## src/rtl/rf_wb_arbiter_pkg.sv

```systemverilog
// Shared types for the register-file write-back front end.
package rf_wb_arbiter_pkg;

  localparam int unsigned DATA_W = 8;
  localparam int unsigned ADDR_W = 3;

  typedef struct packed {
    logic [ADDR_W-1:0] rd;
    logic [DATA_W-1:0] data;
  } wb_entry_t;

  typedef enum logic {
    SRC_ALU = 1'b0,
    SRC_LD  = 1'b1
  } src_e;

endpackage

```

## src/rtl/wb_fifo.sv

```systemverilog
// Small power-of-two FIFO holding write-back entries for one producer.
module wb_fifo #(
  parameter int unsigned DEPTH   = 2,
  parameter type         entry_t = rf_wb_arbiter_pkg::wb_entry_t
) (
  input  logic   clk,
  input  logic   rst,
  input  logic   push,
  input  entry_t wdata,
  input  logic   pop,
  output entry_t rdata,
  output logic   full,
  output logic   empty
);

  localparam int unsigned PtrW = $clog2(DEPTH);
  localparam int unsigned CntW = PtrW + 1;

  entry_t            mem_q [DEPTH];
  logic [PtrW-1:0]   wr_ptr_q, rd_ptr_q;
  logic [CntW-1:0]   count_q;
  logic              do_push, do_pop;

  assign full    = (count_q == CntW'(DEPTH));
  assign empty   = (count_q == '0);
  assign do_push = push & ~full;
  assign do_pop  = pop & ~empty;
  assign rdata   = mem_q[rd_ptr_q];

  // Pointers wrap naturally because DEPTH is a power of two.
  always_ff @(posedge clk or negedge rst) begin
    if (!rst) begin
      wr_ptr_q <= '0;
      rd_ptr_q <= '0;
      count_q  <= '0;
    end else begin
      if (do_push) wr_ptr_q <= wr_ptr_q + PtrW'(1);
      if (do_pop)  rd_ptr_q <= rd_ptr_q + PtrW'(1);
      unique case ({do_push, do_pop})
        2'b10:   count_q <= count_q + CntW'(1);
        2'b01:   count_q <= count_q - CntW'(1);
        default: count_q <= count_q;
      endcase
    end
  end

  always_ff @(posedge clk) begin
    if (do_push) mem_q[wr_ptr_q] <= wdata;
  end

endmodule

```

## src/rtl/rf_wb_arbiter.sv

```systemverilog
// Buffers ALU and load results, round-robins them onto the RF write port and
// tracks pending writes for RAW stalls.
module rf_wb_arbiter #(
  parameter int unsigned DATA_W     = rf_wb_arbiter_pkg::DATA_W,
  parameter int unsigned ADDR_W     = rf_wb_arbiter_pkg::ADDR_W,
  parameter int unsigned FIFO_DEPTH = 2
) (
  input  logic                 clk,
  input  logic                 rst,
  input  logic                 alu_valid,
  input  logic [ADDR_W-1:0]    alu_rd,
  input  logic [DATA_W-1:0]    alu_data,
  output logic                 alu_ready,
  input  logic                 ld_valid,
  input  logic [ADDR_W-1:0]    ld_rd,
  input  logic [DATA_W-1:0]    ld_data,
  output logic                 ld_ready,
  input  logic                 issue_valid,
  input  logic [ADDR_W-1:0]    issue_rd,
  output logic [2**ADDR_W-1:0] busy,
  output logic                 RF_w_en,
  output logic [ADDR_W-1:0]    w_addr,
  output logic [DATA_W-1:0]    w_data
);

  import rf_wb_arbiter_pkg::*;

  localparam int unsigned NumRegs = 2**ADDR_W;

  wb_entry_t           alu_in, ld_in, alu_head, ld_head, win;
  logic                alu_full, alu_empty, ld_full, ld_empty;
  logic                alu_pop, ld_pop, pop;
  src_e                rr_q, rr_d;
  logic [NumRegs-1:0]  busy_q, busy_d;
  logic                w_en_q;
  logic [ADDR_W-1:0]   w_addr_q;
  logic [DATA_W-1:0]   w_data_q;

  assign alu_in    = '{rd: alu_rd, data: alu_data};
  assign ld_in     = '{rd: ld_rd, data: ld_data};
  assign alu_ready = ~alu_full;
  assign ld_ready  = ~ld_full;

  wb_fifo #(.DEPTH(FIFO_DEPTH), .entry_t(wb_entry_t)) u_alu_fifo (
    .clk   (clk),
    .rst   (rst),
    .push  (alu_valid),
    .wdata (alu_in),
    .pop   (alu_pop),
    .rdata (alu_head),
    .full  (alu_full),
    .empty (alu_empty)
  );

  wb_fifo #(.DEPTH(FIFO_DEPTH), .entry_t(wb_entry_t)) u_ld_fifo (
    .clk   (clk),
    .rst   (rst),
    .push  (ld_valid),
    .wdata (ld_in),
    .pop   (ld_pop),
    .rdata (ld_head),
    .full  (ld_full),
    .empty (ld_empty)
  );

  // The pointer names the source that wins the next contended cycle.
  always_comb begin
    alu_pop = 1'b0;
    ld_pop  = 1'b0;
    rr_d    = rr_q;
    if (!alu_empty && !ld_empty) begin
      if (rr_q == SRC_ALU) begin
        alu_pop = 1'b1;
        rr_d    = SRC_LD;
      end else begin
        ld_pop  = 1'b1;
        rr_d    = SRC_ALU;
      end
    end else if (!alu_empty) begin
      alu_pop = 1'b1;
    end else if (!ld_empty) begin
      ld_pop = 1'b1;
    end
  end

  assign pop = alu_pop | ld_pop;
  assign win = ld_pop ? ld_head : alu_head;

  // Set after clear: a same-cycle issue is younger than the retiring write.
  always_comb begin
    busy_d = busy_q;
    if (pop && (win.rd != '0)) busy_d[win.rd] = 1'b0;
    if (issue_valid && (issue_rd != '0)) busy_d[issue_rd] = 1'b1;
  end

  always_ff @(posedge clk or negedge rst) begin
    if (!rst) begin
      rr_q     <= SRC_ALU;
      busy_q   <= '0;
      w_en_q   <= 1'b0;
      w_addr_q <= '0;
      w_data_q <= '0;
    end else begin
      rr_q   <= rr_d;
      busy_q <= busy_d;
      w_en_q <= pop && (win.rd != '0);
      if (pop) begin
        w_addr_q <= win.rd;
        w_data_q <= win.data;
      end
    end
  end

  assign busy    = busy_q;
  assign RF_w_en = w_en_q;
  assign w_addr  = w_addr_q;
  assign w_data  = w_data_q;

endmodule

```

## config.mk

```make
export PLATFORM = sky130hd
export DESIGN_NAME = rf_wb_arbiter
export DESIGN_NICKNAME = d
export VERILOG_FILES = /design/src/rtl/rf_wb_arbiter_pkg.sv /design/src/rtl/wb_fifo.sv /design/src/rtl/rf_wb_arbiter.sv
export SDC_FILE = /design/constraint.sdc
export NUM_CORES = 1
export LEC_CHECK = 0
export ABC_CLOCK_PERIOD_IN_PS = 2800
export CORE_ASPECT_RATIO = 1.25
export CORE_MARGIN = 8
export CORE_UTILIZATION = 50
export DETAILED_ROUTE_END_ITERATION = 10
export PLACE_DENSITY = 0.76
export SYNTH_ARGS = -nofsm -noshare
export SYNTH_HDL_FRONTEND = slang
export SYNTH_SLANG_ARGS = --single-unit
```

## constraint.sdc

```tcl
create_clock -name clk -period 2.8 [get_ports clk]
set_input_delay 0.56 -clock clk [delete_from_list [all_inputs] [get_ports clk]]
set_output_delay 0.56 -clock clk [all_outputs]
set_load 0.01 [all_outputs]
```

**Word-level counts from Yosys, hierarchy flattened**

Memory sizes are Yosys's and may differ from the RTL's.
Index checks and enable logic that the tools add are counted.

- Add/sub/neg operators: 8
- Magnitude comparators: 4
- Equal/unequal tests: 6
- Mux-type cells: 20
- Bitwise logic cells: 12
- Reduce and logical (&&, ||, !) cells: 13

Operators by type and width:

| cell | count |
|---|---|
| 8-bit two-way mux | 2 |
| 1-bit two-way mux | 13 |
| 11-bit two-way mux | 1 |
| 8-bit AND | 1 |
| 2-bit equality test (second input constant) | 4 |
| 3-bit by 4-bit < comparator with 1-bit output (second input constant) | 2 |
| 8-bit NOT | 1 |
| 8-bit bitwise OR | 1 |
| 2-bit case mux with 2 select lines | 2 |
| 1-bit demux with 3-bit select | 2 |
| 3-bit by 1-bit >= comparator with 1-bit output (second input constant) | 2 |
| 3-bit nonzero test | 2 |
| 1-bit logical AND | 5 |
| 1-bit adder (second input constant) | 4 |
| 2-bit by 1-bit adder with 2-bit output (second input constant) | 2 |
| 1-bit AND | 4 |
| 2-bit by 1-bit equality test with 1-bit output (second input constant) | 2 |
| 2-bit zero test | 2 |
| 1-bit NOT | 4 |
| 2-bit nonzero test | 2 |
| 2-bit by 1-bit subtractor with 2-bit output (second input constant) | 2 |
| 1-bit zero test | 2 |
| 1-bit bitwise OR | 1 |

- Flip-flop bits (word level): 29
- RAM bits: 44
- Input bits: 30
- Output and inout port bits: 22
- Logic and storage cells: 76
- Memories: 2

Memories:

| name | depth | bits a word | rd ports | clocked after memory_dff | write ports | line | source |
|---|---|---|---|---|---|---|---|
| u_alu_fifo.mem_q | 2 | 11 | 1 | 0 | 1 | wb_fifo.sv:19 | `entry_t mem_q [DEPTH];` |
| u_ld_fifo.mem_q | 2 | 11 | 1 | 0 | 1 | wb_fifo.sv:19 |  |

**Depth between registers and ports, before layout**

- Depth in word-level cells: 14
- Gate-level depth with buffers: 8
- Mapped depth without buffers: 7

**By module**

A second synthesis with hierarchy kept.

- Cell total of the unflattened synthesis: 224
- Area, all modules: 3210.6 um^2

By module, submodules not included:

| module | instances | cells an instance | area each (um^2) | sequential area each (um^2) |
|---|---|---|---|---|
| wb_fifo | 2 | 52 | 988.4 | 760.7 |
| rf_wb_arbiter | 1 | 120 | 1233.7 | 525.5 |

**Worst setup path before layout**

No wires, ideal clock.

- Path type: reg2reg
- Start point: register u_alu_fifo.count_q[0]
- End point: memory u_alu_fifo.mem_q[0][0] (netlist bit) (enable)
- Setup time: 0.378 ns
- Arrival: 1.300 ns
- Required time: 2.422 ns
- Path slack: 1.122 ns
- Cell stages (with the launch flop): 5
- Path buffers: 1
- Period minus slack after synthesis: 1.678 ns
- Cells stage by stage: dfrtp_1 > buf_2 > nand2b_1 > nand2_1 > nor2_1

- Word-level cells in the longest chain between the ends: 5

Ends and longest elaborated chain:

| element | line | source |
|---|---|---|
| start: declaration | wb_fifo.sv:21 | `logic [CntW-1:0] count_q;` |
| start signal: assignment | wb_fifo.sv:40 | `2'b10: count_q <= count_q + CntW'(1);` |
| start signal: assignment | wb_fifo.sv:41 | `2'b01: count_q <= count_q - CntW'(1);` |
| start signal: assignment | wb_fifo.sv:42 | `default: count_q <= count_q;` |
| 2-bit equality test | wb_fifo.sv:24 | `assign full = (count_q == CntW'(DEPTH));` |
| 1-bit NOT | n/a |  |
| via alu_ready | rf_wb_arbiter.sv:13 | `output logic alu_ready,` |
| 1-bit AND | wb_fifo.sv:26 | `assign do_push = push & ~full;` |
| 1-bit two-way mux | wb_fifo.sv:48 | `if (do_push) mem_q[wr_ptr_q] <= wdata;` |
| 1-bit two-way mux (implied by the code) | wb_fifo.sv:48 |  |
| end: declaration | wb_fifo.sv:19 |  |

The timed path passes the listed nets, and every way through them passes these cells.

**Worst setup path in the final report**

- Start point: register u_alu_fifo.count_q[0]
- End point: output port alu_ready

- Word-level cells in the longest chain between the ends: 2

Ends and longest elaborated chain:

| element | line | source |
|---|---|---|
| 2-bit equality test | wb_fifo.sv:24 |  |
| 1-bit NOT | rf_wb_arbiter.sv:41 | `assign alu_ready = ~alu_full;` |
| end: declaration | rf_wb_arbiter.sv:13 |  |

Every way passes these cells.

==> impl_metrics.py <==
metrics = {
    "status": {
        "outcome": "completed",
    },
    "yosys": {
        "synth_xor_area_frac": 0.0317,
        "yosysMostFrequentCell": "edfxtp_1",
        "synth_top_area_frac": 0.435,
        "yosys.area_share.simple": 0.113,
        "ys_warn_count": 0,
        "synth.area.top_cells": "edfxtp_1 (44%), dfrtp_1 (24%), a211oi_1 (4.4%)",
        "syn_inst": 225,
        "post_synth_num_cell_types": 43,
        "ys_seq_area_frac": 0.674,
        "synth_edf_count": 44,
        "syn-num-nets": 257,
        "synth_commonest_cells": "edfxtp_1 (44), dfrtp_1 (29), a211oi_1 (18), nand2_1 (17), nor2b_1 (16)",
        "synth-compound-area-share": 0.122,
        "synth_area_um2": 3040,
        "synth_top_family_by_area": "compound AO/OA/AOI/OAI gates",
        "avgSynthCellArea_um2": 13.5,
        "yosysTopAreaCell": "edfxtp_1",
        "synth_fa_ha_area_frac": 0.00824,
        "synth_ff_type": "edfxtp_1",
        "synth.ff_latch_count": 73,
        "synth_mux_area_frac": 0.0206,
        "synth-async-reset-ratio": 0.397,
    },
    "critical_path": {
        "crit_type": "reg -> out",
        "end_kind": "primary output",
        "crit_path_max_fanout": 8,
        "start_kind": "register",
        "r2r_setup_slack_ns": 0.79,
        "cp-startpoint": "u_alu_fifo.count_q[0]",
        "required_ns": 2.24,
        "regToRegStartpoint": "u_ld_fifo.count_q[0]",
        "cp.arrival_ns": 1.64,
    },
    "route": {
        "final_antenna_net_count": 0,
        "drc_errors": 0,
        "routed_via_density": 5.50,
        "totalWireLength_um": 5880,
        "wl_per_cell_um": 16.7,
        "drt_first_pass_iters": 4,
        "via_count": 1942,
        "drt_iter0_markers": 135,
    },
    "die": {
        "die-area_um2": 8840,
        "initial_core_util": 0.522,
        "die_w_um": 85.7,
        "rows": 31,
        "ios": 52,
        "chipHeight_um": 103,
        "core_um2": 5820,
    },
    "clock_tree": {
        "hold_buffers": 0,
        "cts_setup_buffers": 0,
        "cts_sinks": 73,
        "h-tree-depth": 3,
        "clk_latency_ns": 0.35,
        "cts_tree": "done",
        "cts_buffers": 9,
        "cts_root_buf": "clkbuf_8",
        "post_cts_resized": 0,
        "clockBufferDepth": 2,
        "clkTransAtPathRegs_ns": 0.08,
    },
    "placed_design": {
        "dpl-instance-area_um2": 3610,
        "gp_congestion": 0.770,
        "place_hpwl_um": 4320,
        "place_ws_ns": 0.813,
        "io_buffers": 51,
    },
    "pwr": {
        "power_density_nw_per_um2": 1150,
        "vdd_ir_drop_max_v": 0.000651,
        "p_leak_nw": 1.40,
    },
    "timing": {
        "period_minus_slack_ns": 2.20,
        "timing.final.crit_share": 0.785,
        "tns_ns": 0,
        "timing.fmax_ghz": 0.455,
        "final.setup.worst_slack_ns": 0.601,
        "rsz0062_at_grt": "no",
        "hold_viol_final": 0,
        "finalSetupViolCount": 0,
        "whs_ns": 0.382,
        "slew_violations": 0,
        "slew-limit-headroom": 0.575,
        "finalClockSkew_ns": 0.00640,
        "worst_slew_pin_slew_ns": 0.638,
    },
    "finish": {
        "nFillCells": 440,
        "n_antenna_cell": 0,
        "design_area_um2": 3810,
        "area_growth_pct": 25.5,
        "final_core_util": 0.655,
        "nets": 314,
        "layout-drive-gt1-share": 0.0976,
    },
    "hold_path": {
        "hold_class": "reg -> reg",
        "min-delay-start": "busy[0]",
    },
    "global_route": {
        "grt_overflow": 0,
        "grt_antenna_before_repair": 0,
        "grt_max_degree": 30,
        "grt_pass1_wl_um": 9750,
        "grtUsageTotal": 0.148,
        "grt_pass1_vias": 2010,
    },
    "flow_run": {
        "cap_violations": 0,
    },
}
==> state kept, by name (all words and copies together), names as in the netlist <==
| name | count |
|---|---|
| u_ld_fifo.mem_q | 22 |
| u_ld_fifo.rd_ptr_q | 1 |
| busy | 8 |
| u_alu_fifo.mem_q | 22 |
| u_alu_fifo.rd_ptr_q | 1 |
| u_alu_fifo.count_q | 2 |
| RF_w_en | 1 |
| rr_q | 1 |
| w_data | 8 |
| u_ld_fifo.wr_ptr_q | 1 |
| u_alu_fifo.wr_ptr_q | 1 |
| u_ld_fifo.count_q | 2 |
| w_addr | 3 |
==> kinds of logic (layout without fill, tap and decap cells) <==
logic type,count (synthesis),in the layout
AO/OA/AOI/OAI,51,51
XOR/XNOR,11,11
flip-flops,73,73
multiplexers,6,6
adder cells (fa/ha/maj),2,2
AND/OR/NAND/NOR,64,64
buffers and inverters,18,80
==> layer usage <==
layer / GRT usage / share of wire / up-vias
li1: - / - / 956
met1: 0.149 / 0.39 / 926
met2: 0.267 / 0.54 / 50
met3: 0.0510 / 0.052 / 10
met4: 0.0730 / 0.021 / 0
met5: 0 / 0 / -
==> final timing paths <==
kind	to	depth (start not counted)
min	busy[0]	0
max in group asynchronous	RF_w_en	2
min in group asynchronous	busy[1]	2
min reg2reg	busy[0]	0
max	alu_ready	2
max reg2reg	u_ld_fifo.count_q[1]	7
==> area by class of cell <==
cell class	instances	area [µm²]	share of cell area
clock buffers	9	124	0.0325
well taps	66	82.6	0.0217
clock inverters	7	78.8	0.0207
repair buffers	57	556	0.146
flip-flops and latches	73	2050	0.537
inverters	7	26.3	0.00689
multi-input cells	134	897	0.235
==> metrics by stage <==
step / total power, W / cells
final: 0.00437 / 353
after global routing: 0.00467 / 353
after CTS: 0.00442 / 353
after detailed placement: 0.00359 / 337
after global placement: 0.00352 / 337
after floorplan: 0.00294 / 225
==> worst max-delay path, cell delays in order (launching register included) <==
cell             delay, ns
dfrtp_1               0.54
nand2b_1              0.20
clkdlybuf4s50_1       0.55
==> cell usage in the layout (no fill, tap or decap), types with 2 or more instances in the layout <==
| cell type | n |
|---|---|
| nand3_1 | 8 |
| clkbuf_8 | 9 |
| clkdlybuf4s50_1 | 51 |
| o21ai_0 | 5 |
| dfrtp_1 | 29 |
| nand2_1 | 17 |
| o21ai_1 | 2 |
| and3_1 | 3 |
| clkinvlp_4 | 3 |
| nor2_1 | 8 |
| a21boi_1 | 2 |
| o31ai_1 | 10 |
| edfxtp_1 | 44 |
| buf_4 | 6 |
| inv_6 | 2 |
| mux2i_1 | 4 |
| nand2b_1 | 2 |
| inv_1 | 6 |
| a31oi_1 | 5 |
| ha_1 | 2 |
| nor2b_1 | 16 |
| xor2_1 | 3 |
| xnor2_1 | 8 |
| mux2_2 | 2 |
| a211oi_1 | 18 |
| nor3_1 | 2 |
| o41ai_1 | 2 |
==> power breakdown <==
group / internal [W] / total (W) / leakage (nW) / switching [W]
combinational: 0.000847 / 0.00178 / 0.572 / 0.000935
sequential: 0.00153 / 0.00176 / 0.735 / 0.000231
clock: 0.000418 / 0.000827 / 0.0925 / 0.000408
total: 0.00279 / 0.00437 / 1.40 / 0.00157
(Power assumes the default switching activity.)
